## src/rtl/pos_catch_scorer.sv

```systemverilog
// Catch-game scorer: edge-detects start/btn, compares the shifter position with the target,
// keeps BCD score and lives, and drives the shifter direction flag. Optional macro: SCORE_PENALTY_EN.
module pos_catch_scorer #(
  parameter int WIDTH     = 4,
  parameter int LIVES     = 3,
  parameter int WIN_SCORE = 20
) (
  input  logic             clk_i,
  input  logic             rst_ni,
  input  logic             start_i,
  input  logic             btn_i,
  input  logic [WIDTH-1:0] pos_i,
  input  logic [WIDTH-1:0] target_i,
  output logic             flag_o,
  output logic [7:0]       score_bcd_o,
  output logic [1:0]       lives_o,
  output logic [1:0]       state_o,
  output logic             hit_o,
  output logic             miss_o
);

  typedef enum logic [1:0] {
    S_IDLE = 2'b00,
    S_RUN  = 2'b01,
    S_OVER = 2'b10,
    S_WIN  = 2'b11
  } state_t;

  localparam logic [3:0] WIN_TENS   = 4'(WIN_SCORE / 10);
  localparam logic [3:0] WIN_ONES   = 4'(WIN_SCORE % 10);
  localparam logic [7:0] WIN_BCD    = {WIN_TENS, WIN_ONES};
  localparam logic [1:0] LIVES_INIT = 2'(LIVES);

  state_t     state_q, state_d;
  logic [7:0] score_q, score_d;
  logic [1:0] lives_q, lives_d;
  logic       flag_q, flag_d;
  logic       hit_q, hit_d;
  logic       miss_q, miss_d;
  logic       start_q, btn_q;

  logic press, go, target_onehot, catch_ok;

  function automatic logic [7:0] bcd_inc(input logic [7:0] v);
    logic [7:0] r;
    if (v == 8'h99)            r = v;
    else if (v[3:0] == 4'd9)   r = {v[7:4] + 4'd1, 4'd0};
    else                       r = {v[7:4], v[3:0] + 4'd1};
    return r;
  endfunction

  function automatic logic [7:0] bcd_dec(input logic [7:0] v);
    logic [7:0] r;
    if (v == 8'h00)            r = v;
    else if (v[3:0] == 4'd0)   r = {v[7:4] - 4'd1, 4'd9};
    else                       r = {v[7:4], v[3:0] - 4'd1};
    return r;
  endfunction

  assign press         = btn_i & ~btn_q;
  assign go            = start_i & ~start_q;
  assign target_onehot = (target_i != '0) && ((target_i & (target_i - WIDTH'(1))) == '0);
  assign catch_ok      = target_onehot && (pos_i == target_i);

  always_comb begin
    state_d = state_q;
    score_d = score_q;
    lives_d = lives_q;
    flag_d  = flag_q;
    hit_d   = 1'b0;
    miss_d  = 1'b0;
    case (state_q)
      S_RUN: begin
        if (press) begin
          if (catch_ok) begin
            score_d = bcd_inc(score_q);
            flag_d  = ~flag_q;
            hit_d   = 1'b1;
            if (score_d == WIN_BCD) state_d = S_WIN;
          end else begin
            lives_d = lives_q - 2'd1;
            miss_d  = 1'b1;
`ifdef SCORE_PENALTY_EN
            score_d = bcd_dec(score_q);
`else
            score_d = score_q;
`endif
            if (lives_d == 2'd0) state_d = S_OVER;
          end
        end
      end
      default: begin
        // IDLE/OVER/WIN: only a start edge matters; flag keeps its last value until then
        if (go) begin
          state_d = S_RUN;
          score_d = 8'h00;
          lives_d = LIVES_INIT;
          flag_d  = 1'b1;
        end
      end
    endcase
  end

  always_ff @(posedge clk_i or negedge rst_ni) begin
    if (!rst_ni) begin
      state_q <= S_IDLE;
      score_q <= 8'h00;
      lives_q <= LIVES_INIT;
      flag_q  <= 1'b1;
      hit_q   <= 1'b0;
      miss_q  <= 1'b0;
      start_q <= 1'b0;
      btn_q   <= 1'b0;
    end else begin
      state_q <= state_d;
      score_q <= score_d;
      lives_q <= lives_d;
      flag_q  <= flag_d;
      hit_q   <= hit_d;
      miss_q  <= miss_d;
      start_q <= start_i;
      btn_q   <= btn_i;
    end
  end

  assign flag_o      = flag_q;
  assign score_bcd_o = score_q;
  assign lives_o     = lives_q;
  assign state_o     = state_q;
  assign hit_o       = hit_q;
  assign miss_o      = miss_q;

endmodule

```

## config.mk

```make
export PLATFORM = sky130hd
export DESIGN_NAME = pos_catch_scorer
export DESIGN_NICKNAME = d
export VERILOG_FILES = /design/src/rtl/pos_catch_scorer.sv
export SDC_FILE = /design/constraint.sdc
export NUM_CORES = 1
export LEC_CHECK = 0
export ABC_AREA = 1
export CAP_MARGIN = 40
export CORE_MARGIN = 1
export CORE_UTILIZATION = 25
export DETAILED_ROUTE_END_ITERATION = 8
export PLACE_DENSITY_LB_ADDON = 0.08
export SLEW_MARGIN = 0
export SYNTH_ARGS = -nofsm -noshare
export SYNTH_HDL_FRONTEND = slang
export SYNTH_SLANG_ARGS = --single-unit
```

## constraint.sdc

```tcl
create_clock -name clk_i -period 3.2 [get_ports clk_i]
set_clock_uncertainty 0.15 [all_clocks]
set_input_delay 0.64 -clock clk_i [delete_from_list [all_inputs] [get_ports clk_i]]
set_output_delay 0.64 -clock clk_i [all_outputs]
set_load 0.1 [all_outputs]
```

# Yosys cells after proc, flatten, opt, wreduce, memory -nomap -nowiden

Cells that the tools add are included.

Register bits after elaboration: 17
Logic and storage cells: 66
Output and inout port bits: 15
Bits of input ports: 12

Add/sub/neg operators: 4
Mux-type cells: 29
Bitwise operators: 6
Reductions and logical operators: 9
Eq/ne operators: 10

Operators by type and width:

| kind                | number |
|---|---|
| $mux 8              | 9 |
| $mux 2              | 10 |
| $mux 1              | 10 |
| $add 4x1->4 const B | 2 |
| $eq 8x6->1 const B  | 1 |
| $eq 8x8->1 const B  | 1 |
| $ne 2x2->1 const B  | 3 |
| $ne 3x3->1 const B  | 2 |
| $reduce_and 3->1    | 2 |
| $and 4x4->4         | 1 |
| $eq 4x4->1          | 1 |
| $eq 4x4->1 const B  | 1 |
| $logic_not 4->1     | 1 |
| $reduce_and 4->1    | 1 |
| $reduce_bool 4->1   | 1 |
| $sub 4x1->4 const B | 1 |
| $not 1->1           | 3 |
| $and 1x1->1         | 2 |
| $eq 2x1->1 const B  | 1 |
| $logic_and 1x1->1   | 2 |
| $logic_not 2->1     | 1 |
| $reduce_bool 2->1   | 1 |
| $sub 2x1->2 const B | 1 |

# Longest topological paths before layout

Depth in word-level cells: 13
Gate-level depth with buffers: 15
Gate-level depth less buffers: 15

# Least setup slack after synthesis

No wires, ideal clock.

Kind: reg-to-reg
Start point: reg score_q[5] (netlist: score_bcd_o[5])
End point: reg state_q[1] (netlist: state_o[1])
Path buffers: 0
Clock period less this slack: 2433 ps
Setup time: 122 ps
Data arrival time: 2161 ps
Required time: 2928 ps
Path slack: 767 ps
Cell stages (with the launch flop): 15
Cells stage by stage: dfrtp_1 -> inv_1 -> ha_1 -> nand2_1 -> nor2_1 -> nand3_1 -> nand2_1 -> nor2_1 -> nand2_1 -> nor2_1 -> nand2_1 -> nand2_2 -> nand2_1 -> nand2_1 -> nand2_1

Longest elaborated chain between the ends: 9
Elaborated cells between the ends (all ways): 10
Those cells by class: add/sub (1); eq/ne (3); mux (5); reduce/logical (1)

Ends and longest elaborated chain:

| what                         | line | text |
|---|---|---|
| start: declaration           | 35   | `logic [7:0] score_q, score_d;` |
| start signal: assignment     | 116  | `score_q <= score_d;` |
| $add 4x1->4                  | 47   | `else if (v[3:0] == 4'd9) r = {v[7:4] + 4'd1, 4'd0};` |
| $mux 8                       | 47   |  |
| $mux 8 *                     | 46   | `if (v == 8'h99) r = v;` |
| $mux 8 *                     | 75   | `if (catch_ok) begin` |
| $mux 8 *                     | 74   | `if (press) begin` |
| $mux 8 *                     | 72   | `case (state_q)` |
| $eq 8x6->1 *                 | 79   | `if (score_d == WIN_BCD) state_d = S_WIN;` |
| $ne 3x3->1 (no line) *       | -    |  |
| $reduce_and 4->1 (no line) * | -    |  |
| end signal: assignment       | 115  | `state_q <= state_d;` |
| end: declaration             | 34   | `state_t state_q, state_d;` |

Mark *: on every way between the ends. The rest lies on a longest branch, timed or not. The select of a mux whose other input is x is not followed.
A chain may end at the register's enable or synchronous reset.

# Worst setup path after layout

Start point: in target_i[0]
End point: reg score_q[5] (netlist: score_bcd_o[5])

Longest elaborated chain between the ends: 7
Elaborated cells between the ends (all ways): 9
Those cells by class: add/sub (1); eq/ne (2); bitwise (1); reduce/logical (5)

Ends and longest elaborated chain:

| what                         | line | text |
|---|---|---|
| start: declaration           | 13   | `input logic [WIDTH-1:0] target_i,` |
| $sub 4x1->4                  | 62   | `assign target_onehot = (target_i != '0) && ((target_i & (target_i - WIDTH'(1))) == '0);` |
| $and 4x4->4                  | 62   |  |
| $logic_not 4->1              | 62   |  |
| $logic_and 1x1->1            | 62   |  |
| $logic_and 1x1->1 *          | 63   | `assign catch_ok = target_onehot && (pos_i == target_i);` |
| $ne 2x2->1 (no line) *       | -    |  |
| $reduce_and 3->1 (no line) * | -    |  |

Mark *: on every way between the ends. The rest lies on a longest branch, timed or not.

==> impl_metrics.ini <==
[setup_path]
reg2reg_slack_ns = 1.33
crit_end = score_bcd_o[5]
reg2reg_from = score_bcd_o[5]
required_ns = 3.18
path_class = input pin to flip-flop
start_kind = input pin
critPathCaptureType = flip-flop
worstPathMaxFanout = 9
rr_endpoint = state_o[0]
critPathLaunch = target_i[0]
r2r_cells = 15
cp.arrival_ns = 2.12

[synth]
synth-seq-cells = 17
synth_edf_count = 0
synth_most_common_cell = nand2_1
yosysUniqueCellTypes = 24
syn_inst = 143
synth-compound-area-share_pct = 7.19
synth_area_leader_cell = dfrtp_1
avgSynthCellArea_um2 = 7.18
synth.area.top_cells = dfrtp_1 (34%), nand2_1 (17%), dfstp_2 (7.7%), inv_1 (7.3%), nand3_1 (5.8%)
synth_area_um2 = 1030
synth_top_cell_area_share_pct = 34.1
synth_adder_area_share_pct = 3.65
synthXorXnorAreaFrac_pct = 1.71
synth_mux_area_share_pct = 0.974
synth_top_flop_cell = dfrtp_1
post_synth_and_or_nand_nor_area_fraction_pct = 36.7
syn_nets = 158
ys_seq_area_share_pct = 41.8
yosys_warnings = 0
synth_top_family_by_area = simple AND/OR/NAND/NOR gates
synthArstFlopShare_pct = 100
synth_commonest_cells = nand2_1 (47), inv_1 (20), dfrtp_1 (14), nand3_1 (12), nor2_1 (12)

[timing]
slew_viol_final = 0
period_minus_slack_ns = 2.13
rsz0062_at_grt = no
tightest_slew_ns = 0.776
fmax_mhz = 469
finalCritPeriodShare_pct = 66.7
setup_viol = 0
hold_viol_final = 0
slew-limit-headroom_pct = 48.1
finalSetupTns_ns = 0

[routing]
vias = 947
routed_via_density = 4.29
wl_per_cell_um = 10.3
wl_um = 2280
dr.pass1.iters = 3
antenna_left = 0
drt_iter0_drc = 37
drc = 0

[pwr]
fin_total_pwr_uw = 808
powerDensity_nw_per_um2 = 596
peakVddDrop_mv = 0.640
p_leak_uw = 0.000682

[clock_network]
clock_latency_ns = 0.25
clk_pin_slew_ns = 0.07
cts_tree = yes
cts-root-buf = clkbuf_8
htree_levels = 1
clock-sinks = 17
hold_buffers = 0
cts_resized = 0
numCtsBuffers = 3
clk_path_buf_depth = 2
post_cts_buffers = 0

[hold_path]
worstHoldPathType = flip-flop to flip-flop

[floorplanning]
die-area_um2 = 4370
rows = 22
chipHeight_um = 66.1
io-pin-count = 27
core-area_um2 = 3800
initial_core_util_pct = 27.0
die_x_um = 66.1

[global_route]
grtUsageTotal_pct = 12.1
grt_pass1_wl_um = 4000
antenna_found_initial = 0
grt_max_degree = 18
grt_overflow_total = 0
grt_pass1_vias = 882

[layout]
antenna_cells = 0
fill_cells = 412
fin_nets = 189
syn2layout_area_growth_pct = 31.9
finish.utilization_pct = 35.7
drive_above_1_share_pct = 17.9

[placed_design]
io_buffer_count = 26
gp_congestion = 0.743
place_hpwl_um = 1780

[status]
status = finished, final reports clean

[flow_run]
cap_violations = 0
layer usage:
| metal | GRT usage, % | part of all wire [%] | up-vias |
|---|---|---|---|
| li1 | - | - | 513 |
| met1 | 16.4 | 52 | 415 |
| met2 | 19.1 | 43 | 17 |
| met3 | 2.07 | 3.7 | 2 |
| met4 | 4.79 | 0.75 | 0 |
| met5 | 0 | 0 | - |
worst min-delay path by stage:
stage	cells past startpoint	slack [ns]	end	startpoint
after detailed placement	2	0.34	state_o[1]	state_o[1]
after floorplan	0	0.19	btn_q	rst_ni
after global routing	1	0.36	lives_o[0]	lives_o[0]
final	2	0.35	lives_o[1]	lives_o[1]
after CTS	1	0.35	lives_o[0]	lives_o[0]
after global placement	2	0.33	state_o[1]	state_o[1]
stage by stage:
step	hold WS, ns	std cells	cell area (um^2)	setup WS, ns
after global placement	0.333	217	1310	0.758
after CTS	0.353	221	1360	1.05
after detailed placement	0.340	217	1310	0.782
after floorplan	0.194	143	1030	0.767
final	0.348	221	1360	1.07
after global routing	0.365	221	1360	0.897
critical path, stage by stage:
cell	delay, ns
clkdlybuf4s50_1	0.48
nor2_2	0.17
nand2_1	0.06
o21ai_1	0.07
nand2_1	0.07
inv_2	0.06
nand2_4	0.07
nor2_2	0.12
nand2_1	0.11
nand2_2	0.16
o21ai_0	0.11
sequential cells by signal, summed over array words and instances, names as in the netlist:
signal and count:
btn_q 1, flag_o 1, hit_o 1, lives_o 2
miss_o 1, score_bcd_o 8, start_q 1, state_o 2
cells by family after synthesis:
group | count (synthesis)
multiplexers | 1
flip-flops | 17
AO/OA/AOI/OAI | 14
buffers and inverters | 22
XOR/XNOR | 2
AND/OR/NAND/NOR | 84
adder cells (fa/ha/maj) | 3
cell type report:
class / count / area [um^2] / area share, %
Multi-Input combinational cell: 104 / 515 / 38.0
Sequential cell: 17 / 429 / 31.7
Timing Repair Buffer: 26 / 223 / 16.4
Inverter: 22 / 82.6 / 6.09
Tap cell: 48 / 60.1 / 4.43
Clock buffer: 4 / 45.0 / 3.32
placed cells by master, fill, tap and decap left out, types with 2 or more instances in the layout:
cell / instances
nor2_2: 5
nor2_1: 12
dfrtp_1: 14
clkdlybuf4s50_1: 11
dfstp_2: 3
nand2_1: 47
inv_1: 20
ha_1: 3
nand3_1: 12
nand2_2: 2
clkbuf_8: 3
buf_4: 15
nor3_1: 2
o21ai_0: 10
report_power, final:
group / internal [uW] / switching [uW] / total [uW] / leakage (uW)
combinational: 85.1 / 289 / 374 / 0.000440
clock: 88.3 / 74.1 / 162 / 0.0000228
sequential: 252 / 19.8 / 272 / 0.000219
(Power assumes the default switching activity.)
